===== config.mk =====
export PLATFORM = sky130hd
export DESIGN_NAME = regfile_wb_scheduler
export DESIGN_NICKNAME = d
export VERILOG_FILES = /design/src/rtl/regfile_wb_scheduler_pkg.sv /design/src/rtl/regfile_wb_scheduler_rr_arbiter2.sv /design/src/rtl/regfile_wb_scheduler.sv
export SDC_FILE = /design/constraint.sdc
export NUM_CORES = 1
export LEC_CHECK = 0
export ABC_CLOCK_PERIOD_IN_PS = 2600
export BUFFER_PORTS_ARGS = -buffer_cell sky130_fd_sc_hd__buf_2
export CORE_MARGIN = 3
export CORE_UTILIZATION = 52
export CTS_CLUSTER_SIZE = 40
export DETAILED_ROUTE_END_ITERATION = 8
export PLACE_DENSITY = 0.88
export SLEW_MARGIN = 20
export SYNTH_ARGS = -nofsm -noshare
export SYNTH_HDL_FRONTEND = slang
export SYNTH_SLANG_ARGS = --single-unit

===== constraint.sdc =====
create_clock -name clk -period 2.6 [get_ports clk]
set_input_delay 0.26 -clock clk [delete_from_list [all_inputs] [get_ports clk]]
set_output_delay 0.26 -clock clk [all_outputs]
set_load 0.05 [all_outputs]

===== src/rtl/regfile_wb_scheduler_pkg.sv =====
// Shared definitions for the register-file writeback scheduler.
//
// Contents:
//   DATA_W_DEF / ADDR_W_DEF : default data and register-address widths
//   REG_ZERO                : architectural zero register index (never written)
//   REQ_ALU / REQ_MEM       : requester indices into the arbiter request/grant vectors
//   rr_ptr_e                : round-robin preference state of the writeback arbiter
package regfile_wb_scheduler_pkg;

    localparam int DATA_W_DEF = 32;
    localparam int ADDR_W_DEF = 5;

    localparam int REG_ZERO = 0;

    localparam int REQ_ALU = 0;
    localparam int REQ_MEM = 1;

    // Which requester wins when both ask in the same cycle.
    typedef enum logic {
        PREF_ALU = 1'b0,
        PREF_MEM = 1'b1
    } rr_ptr_e;

endpackage


===== src/rtl/regfile_wb_scheduler_rr_arbiter2.sv =====
// Two-input round-robin arbiter for the writeback port.
//
// Ports:
//   clk, rst : clock and asynchronous active-high reset
//   i_req    : request vector, bit REQ_ALU = ALU, bit REQ_MEM = load path
//   o_gnt    : combinational one-hot (or zero) grant; a bit is only set
//              when the matching request is set
//   o_ptr    : current preference state, exported for observation
//
// Handshake: a requester transfers on any cycle where its request and its
// grant are both high. The preference flips to the other requester after
// every transfer and holds when nothing is granted.
module rr_arbiter2
    import regfile_wb_scheduler_pkg::*;
(
    input  logic       clk,
    input  logic       rst,
    input  logic [1:0] i_req,
    output logic [1:0] o_gnt,
    output rr_ptr_e    o_ptr
);

    rr_ptr_e r_ptr;
    rr_ptr_e w_ptr_nxt;

    always_ff @(posedge clk or posedge rst) begin
        if (rst) begin
            r_ptr <= PREF_ALU;
        end else begin
            r_ptr <= w_ptr_nxt;
        end
    end

    always_comb begin
        o_gnt     = 2'b00;
        w_ptr_nxt = r_ptr;

        if (i_req[REQ_ALU] && i_req[REQ_MEM]) begin
            if (r_ptr == PREF_ALU) begin
                o_gnt[REQ_ALU] = 1'b1;
            end else begin
                o_gnt[REQ_MEM] = 1'b1;
            end
        end else if (i_req[REQ_ALU]) begin
            o_gnt[REQ_ALU] = 1'b1;
        end else if (i_req[REQ_MEM]) begin
            o_gnt[REQ_MEM] = 1'b1;
        end

        // Every grant is a transfer, so the winner yields priority next time.
        if (o_gnt[REQ_ALU]) begin
            w_ptr_nxt = PREF_MEM;
        end else if (o_gnt[REQ_MEM]) begin
            w_ptr_nxt = PREF_ALU;
        end
    end

    assign o_ptr = r_ptr;

endmodule


===== src/rtl/regfile_wb_scheduler.sv =====
// Writeback scheduler between the execute/memory stages and the single
// register-file write port.
//
// Ports:
//   clk, rst                        : clock, asynchronous active-high reset
//   alloc_valid, alloc_rd           : decode allocates a destination register
//   alloc_stall                     : allocation blocked, destination still pending
//   rs_addr, rt_addr                : decode source register queries
//   rs_busy, rt_busy                : source register has a write in flight
//   alu_valid/ready/rd/data         : ALU writeback request channel
//   mem_valid/ready/rd/data         : load writeback request channel
//   rf_we, rf_waddr, rf_wdata       : registered register-file write port
//   dbg_rr_ptr                      : arbiter preference state (observation only)
//
// Handshake: a channel transfers on a cycle where valid && ready. ready is
// combinational, only ever asserted alongside valid, and the requester holds
// rd/data stable while valid && !ready.
//
// A transfer in cycle N appears on the write port in cycle N+1. Transfers to
// register 0 are accepted but produce no write enable. The pending bit of the
// written register clears at the edge that ends the write cycle, so busy drops
// in the same cycle the register file shows the new value.
module regfile_wb_scheduler
    import regfile_wb_scheduler_pkg::*;
#(
    parameter int DATA_W = DATA_W_DEF,
    parameter int ADDR_W = ADDR_W_DEF
) (
    input  logic              clk,
    input  logic              rst,
    input  logic              alloc_valid,
    input  logic [ADDR_W-1:0] alloc_rd,
    output logic              alloc_stall,
    input  logic [ADDR_W-1:0] rs_addr,
    input  logic [ADDR_W-1:0] rt_addr,
    output logic              rs_busy,
    output logic              rt_busy,
    input  logic              alu_valid,
    output logic              alu_ready,
    input  logic [ADDR_W-1:0] alu_rd,
    input  logic [DATA_W-1:0] alu_data,
    input  logic              mem_valid,
    output logic              mem_ready,
    input  logic [ADDR_W-1:0] mem_rd,
    input  logic [DATA_W-1:0] mem_data,
    output logic              rf_we,
    output logic [ADDR_W-1:0] rf_waddr,
    output logic [DATA_W-1:0] rf_wdata,
    output rr_ptr_e           dbg_rr_ptr
);

    localparam int NREGS = 1 << ADDR_W;
    localparam logic [ADDR_W-1:0] ZERO_ADDR = ADDR_W'(REG_ZERO);

    logic [1:0]        w_gnt;
    logic              w_xfer;
    logic [ADDR_W-1:0] w_sel_rd;
    logic [DATA_W-1:0] w_sel_data;
    logic              w_alloc_set;
    logic [NREGS-1:0]  w_pending_nxt;

    logic [NREGS-1:0]  r_pending;
    logic              r_rf_we;
    logic [ADDR_W-1:0] r_rf_waddr;
    logic [DATA_W-1:0] r_rf_wdata;

    rr_arbiter2 u_arb (
        .clk   (clk),
        .rst   (rst),
        .i_req ({mem_valid, alu_valid}),
        .o_gnt (w_gnt),
        .o_ptr (dbg_rr_ptr)
    );

    assign alu_ready = w_gnt[REQ_ALU];
    assign mem_ready = w_gnt[REQ_MEM];

    // Grants are only issued against valid requests, so any grant is a transfer.
    assign w_xfer     = |w_gnt;
    assign w_sel_rd   = w_gnt[REQ_MEM] ? mem_rd   : alu_rd;
    assign w_sel_data = w_gnt[REQ_MEM] ? mem_data : alu_data;

    // ------------------------------------------------------------------
    // Registered write port
    // ------------------------------------------------------------------
    always_ff @(posedge clk or posedge rst) begin
        if (rst) begin
            r_rf_we    <= 1'b0;
            r_rf_waddr <= '0;
            r_rf_wdata <= '0;
        end else begin
            r_rf_we <= w_xfer && (w_sel_rd != ZERO_ADDR);
            if (w_xfer) begin
                r_rf_waddr <= w_sel_rd;
                r_rf_wdata <= w_sel_data;
            end
        end
    end

    assign rf_we    = r_rf_we;
    assign rf_waddr = r_rf_waddr;
    assign rf_wdata = r_rf_wdata;

    // ------------------------------------------------------------------
    // Pending scoreboard
    // ------------------------------------------------------------------
    assign alloc_stall = alloc_valid && r_pending[alloc_rd] && (alloc_rd != ZERO_ADDR);
    assign w_alloc_set = alloc_valid && !alloc_stall && (alloc_rd != ZERO_ADDR);

    always_comb begin
        w_pending_nxt = r_pending;
        if (r_rf_we) begin
            w_pending_nxt[r_rf_waddr] = 1'b0;
        end
        // Applied after the clear so a same-register allocation keeps the bit set.
        if (w_alloc_set) begin
            w_pending_nxt[alloc_rd] = 1'b1;
        end
        w_pending_nxt[REG_ZERO] = 1'b0;
    end

    always_ff @(posedge clk or posedge rst) begin
        if (rst) begin
            r_pending <= '0;
        end else begin
            r_pending <= w_pending_nxt;
        end
    end

    assign rs_busy = (rs_addr != ZERO_ADDR) && r_pending[rs_addr];
    assign rt_busy = (rt_addr != ZERO_ADDR) && r_pending[rt_addr];

endmodule


==> reports/results.txt <==
cell family with most CP delay - compound AO/OA/AOI/OAI gates
# IOs - 138
critical path class - flop to output port
syn_nets - 556
routed via count - 4213
Final period util - 93.67%
crit-path max FO - 9
share of cells above drive strength 1 - 32.37%
drt via density - 6.088
Worst Max-Slew Pin Slew - 0.7154 ns
Leakage - 2.294 nW
Final HPWL DP - 8803 um
Startpoint Class - flop
Post-CTS Hold Fix Bufs - 0
Layout Utilization - 66.71%
Initial Utilization - 54.48%
DR iter-0 viols - 386
die area - 0.009346 mm2
peak supply drop - 0.4745 mV
largest net degree at the start of global routing - 65
initial antenna violation count - 0
chip height - 96.68 um
Clk Latency, worst-skew pair - 0.35 ns
final setup vio count - 0
Req. time, crit path - 2.34 ns
max incr delay on CP - 0.43 ns
CTS tree - done
clock slew at reported path FFs - 0.08 ns
Die X - 96.68 um
Crit. End Element - output port
Buf/Inv on CP - 1
cell area after synthesis - 0.004275 mm2
RSZ-0062 raised after global routing - false
flops & latches, synth - 70
Num CTS Buffers - 9
Async S/R FF share, synth - 100.0%
DRC Markers - 0
post-layout min period - 2.436 ns
crit-path cells - mux2_2 -> a22oi_1 -> o211a_4 -> nand2_2 -> o311a_1 -> buf_2
Post-Syn Instances - 462
CTS sink cnt - 70
average wire per standard cell - 17.33 um
H-tree levels - 3
fmax - 410.6 MHz
final hold viol count - 0
Core Region - 0.007848 mm2
overflow left after global routing - 0
DRT Pass-1 Iters - 5
Total Wirelength - 12000 um
Max Slew Vio Count - 0
# rows - 32
most frequent cells in the layout - buf_2, o21ai_0, dfrtp_1
# diodes - 0
Cell variety after synth - 40
Pwr Density - 848.5 mW/mm2
setup total negative slack - 0 ns
synth warn - 0
I/O Buffers - 137
Routability Congestion - 0.9560
Nets - 679
most common cell after layout, fill and taps aside - buf_2
Post-CTS Resized - 0
status - completed
max_cap viols - 0
number of global-route vias before repair - 4131
Setup Buffers After CTS - 0
syn_area_per_cell - 9.254 um2
register area share after synthesis - 40.97%
clk buf depth - 2
hold crit path type - primary input to asynchronous set/reset pin
first-pass GRT wire length - 20070 um
total track usage - 25.65%
crit path DAT - 2.18 ns
top_reg_cell synth - dfrtp_1
Slew HR - 52.24%
number of synthesized flops with an enable pin - 0
Post-DRT Antenna Nets - 0
root buffer cell - clkbuf_8
Clock Skews - 0.01066 ns
Area Overhead vs Synth - 22.45%
crit path max-delay cell type - dfrtp_1
==> cell usage after synthesis (8+ instances only) <==
master,number,share of area [%]
o21ai_0,77,9.0
mux4_2,16,8.4
clkbuf_1,21,1.8
nor2_1,17,1.5
o21ai_1,8,0.94
nand2b_1,35,5.1
mux2i_1,16,3.7
a21oi_1,66,7.7
nand2_1,47,4.1
mux2_2,11,2.9
o31ai_1,8,1.4
dfrtp_1,70,41
==> cell families after synthesis <==
group                  count (synthesis)  synth area share (%)
AND/OR/NAND/NOR                      131                 15.69
multiplexers                          46                 16.56
flip-flops                            70                 40.97
AO/OA/AOI/OAI                        180                 23.12
buffers and inverters                 35                 3.658
==> final cells by class <==
class	count	area [um2]
well taps	102	127.6
fillers	631	2613
clock inverters	3	65.06
inverters	5	18.77
clock buffers	13	168.9
multi-input cells	357	2367
flip-flops and latches	70	1752
repair buffers	142	735.7
==> worst reg2reg max path, delay by kind of cell, from the launching register on <==
family / cells / cell delay (ns)
AO/OA/AOI/OAI: 3 / 0.70
multiplexers: 1 / 0.28
AND/OR/NAND/NOR: 1 / 0.12
flip-flops: 1 / 0.43
==> power breakdown <==
part	switching (mW)	leakage [nW]	internal [mW]
Sequential	0.384	0.820	1.41
Clock	0.392	0.120	0.618
Combinational	0.940	1.35	0.694
Total	1.71	2.29	2.73
==> layer usage <==
metal  GRT usage, %  vias to the layer above  share of wire (%)
met4          8.315                        0                1.6
met1          34.65                     1997                 41
met3          6.489                       21                9.5
met5              0                        -                  0
met2          40.71                      252                 48
li1               -                     1943                  -
==> stage by stage <==
stage | power, mW | instances | setup WS, ns | hold slack (ns) | area (um2)
4_1_cts | 4.436 | 692 | 0.1774 | 0.03860 | 5235
3_5_place_dp | 3.416 | 676 | 0.2049 | 0.4209 | 5001
5_1_grt | 4.686 | 692 | 0.1079 | 0.06837 | 5235
3_3_place_gp | 3.340 | 676 | 0.2722 | 0.4137 | 5001
6_report | 4.442 | 692 | 0.1645 | 0.01897 | 5235
2_1_floorplan | 2.918 | 462 | 0.2110 | 0.3901 | 4275
==> flip-flops by register name, summed over array words and instances, names as in the netlist <==
| name | cells |
|---|---|
| rf_wdata | 32 |
| r_pending | 31 |
| u_arb.o_ptr | 1 |
| rf_waddr | 5 |
| rf_we | 1 |
==> path summary, 6_finish.rpt <==
check	from	end	slack (ns)	cells after the start
max in group asynchronous	rst	rf_we	1.92	3
max reg2reg	r_pending[8]	r_pending[22]	0.98	5
min	rst	rf_wdata[3]	0.02	2
max	r_pending[8]	alloc_stall	0.16	6
min reg2reg	u_arb.o_ptr	u_arb.o_ptr	0.58	2
min in group clk	mem_data[2]	rf_wdata[2]	0.13	3
(Power assumes the default switching activity.)
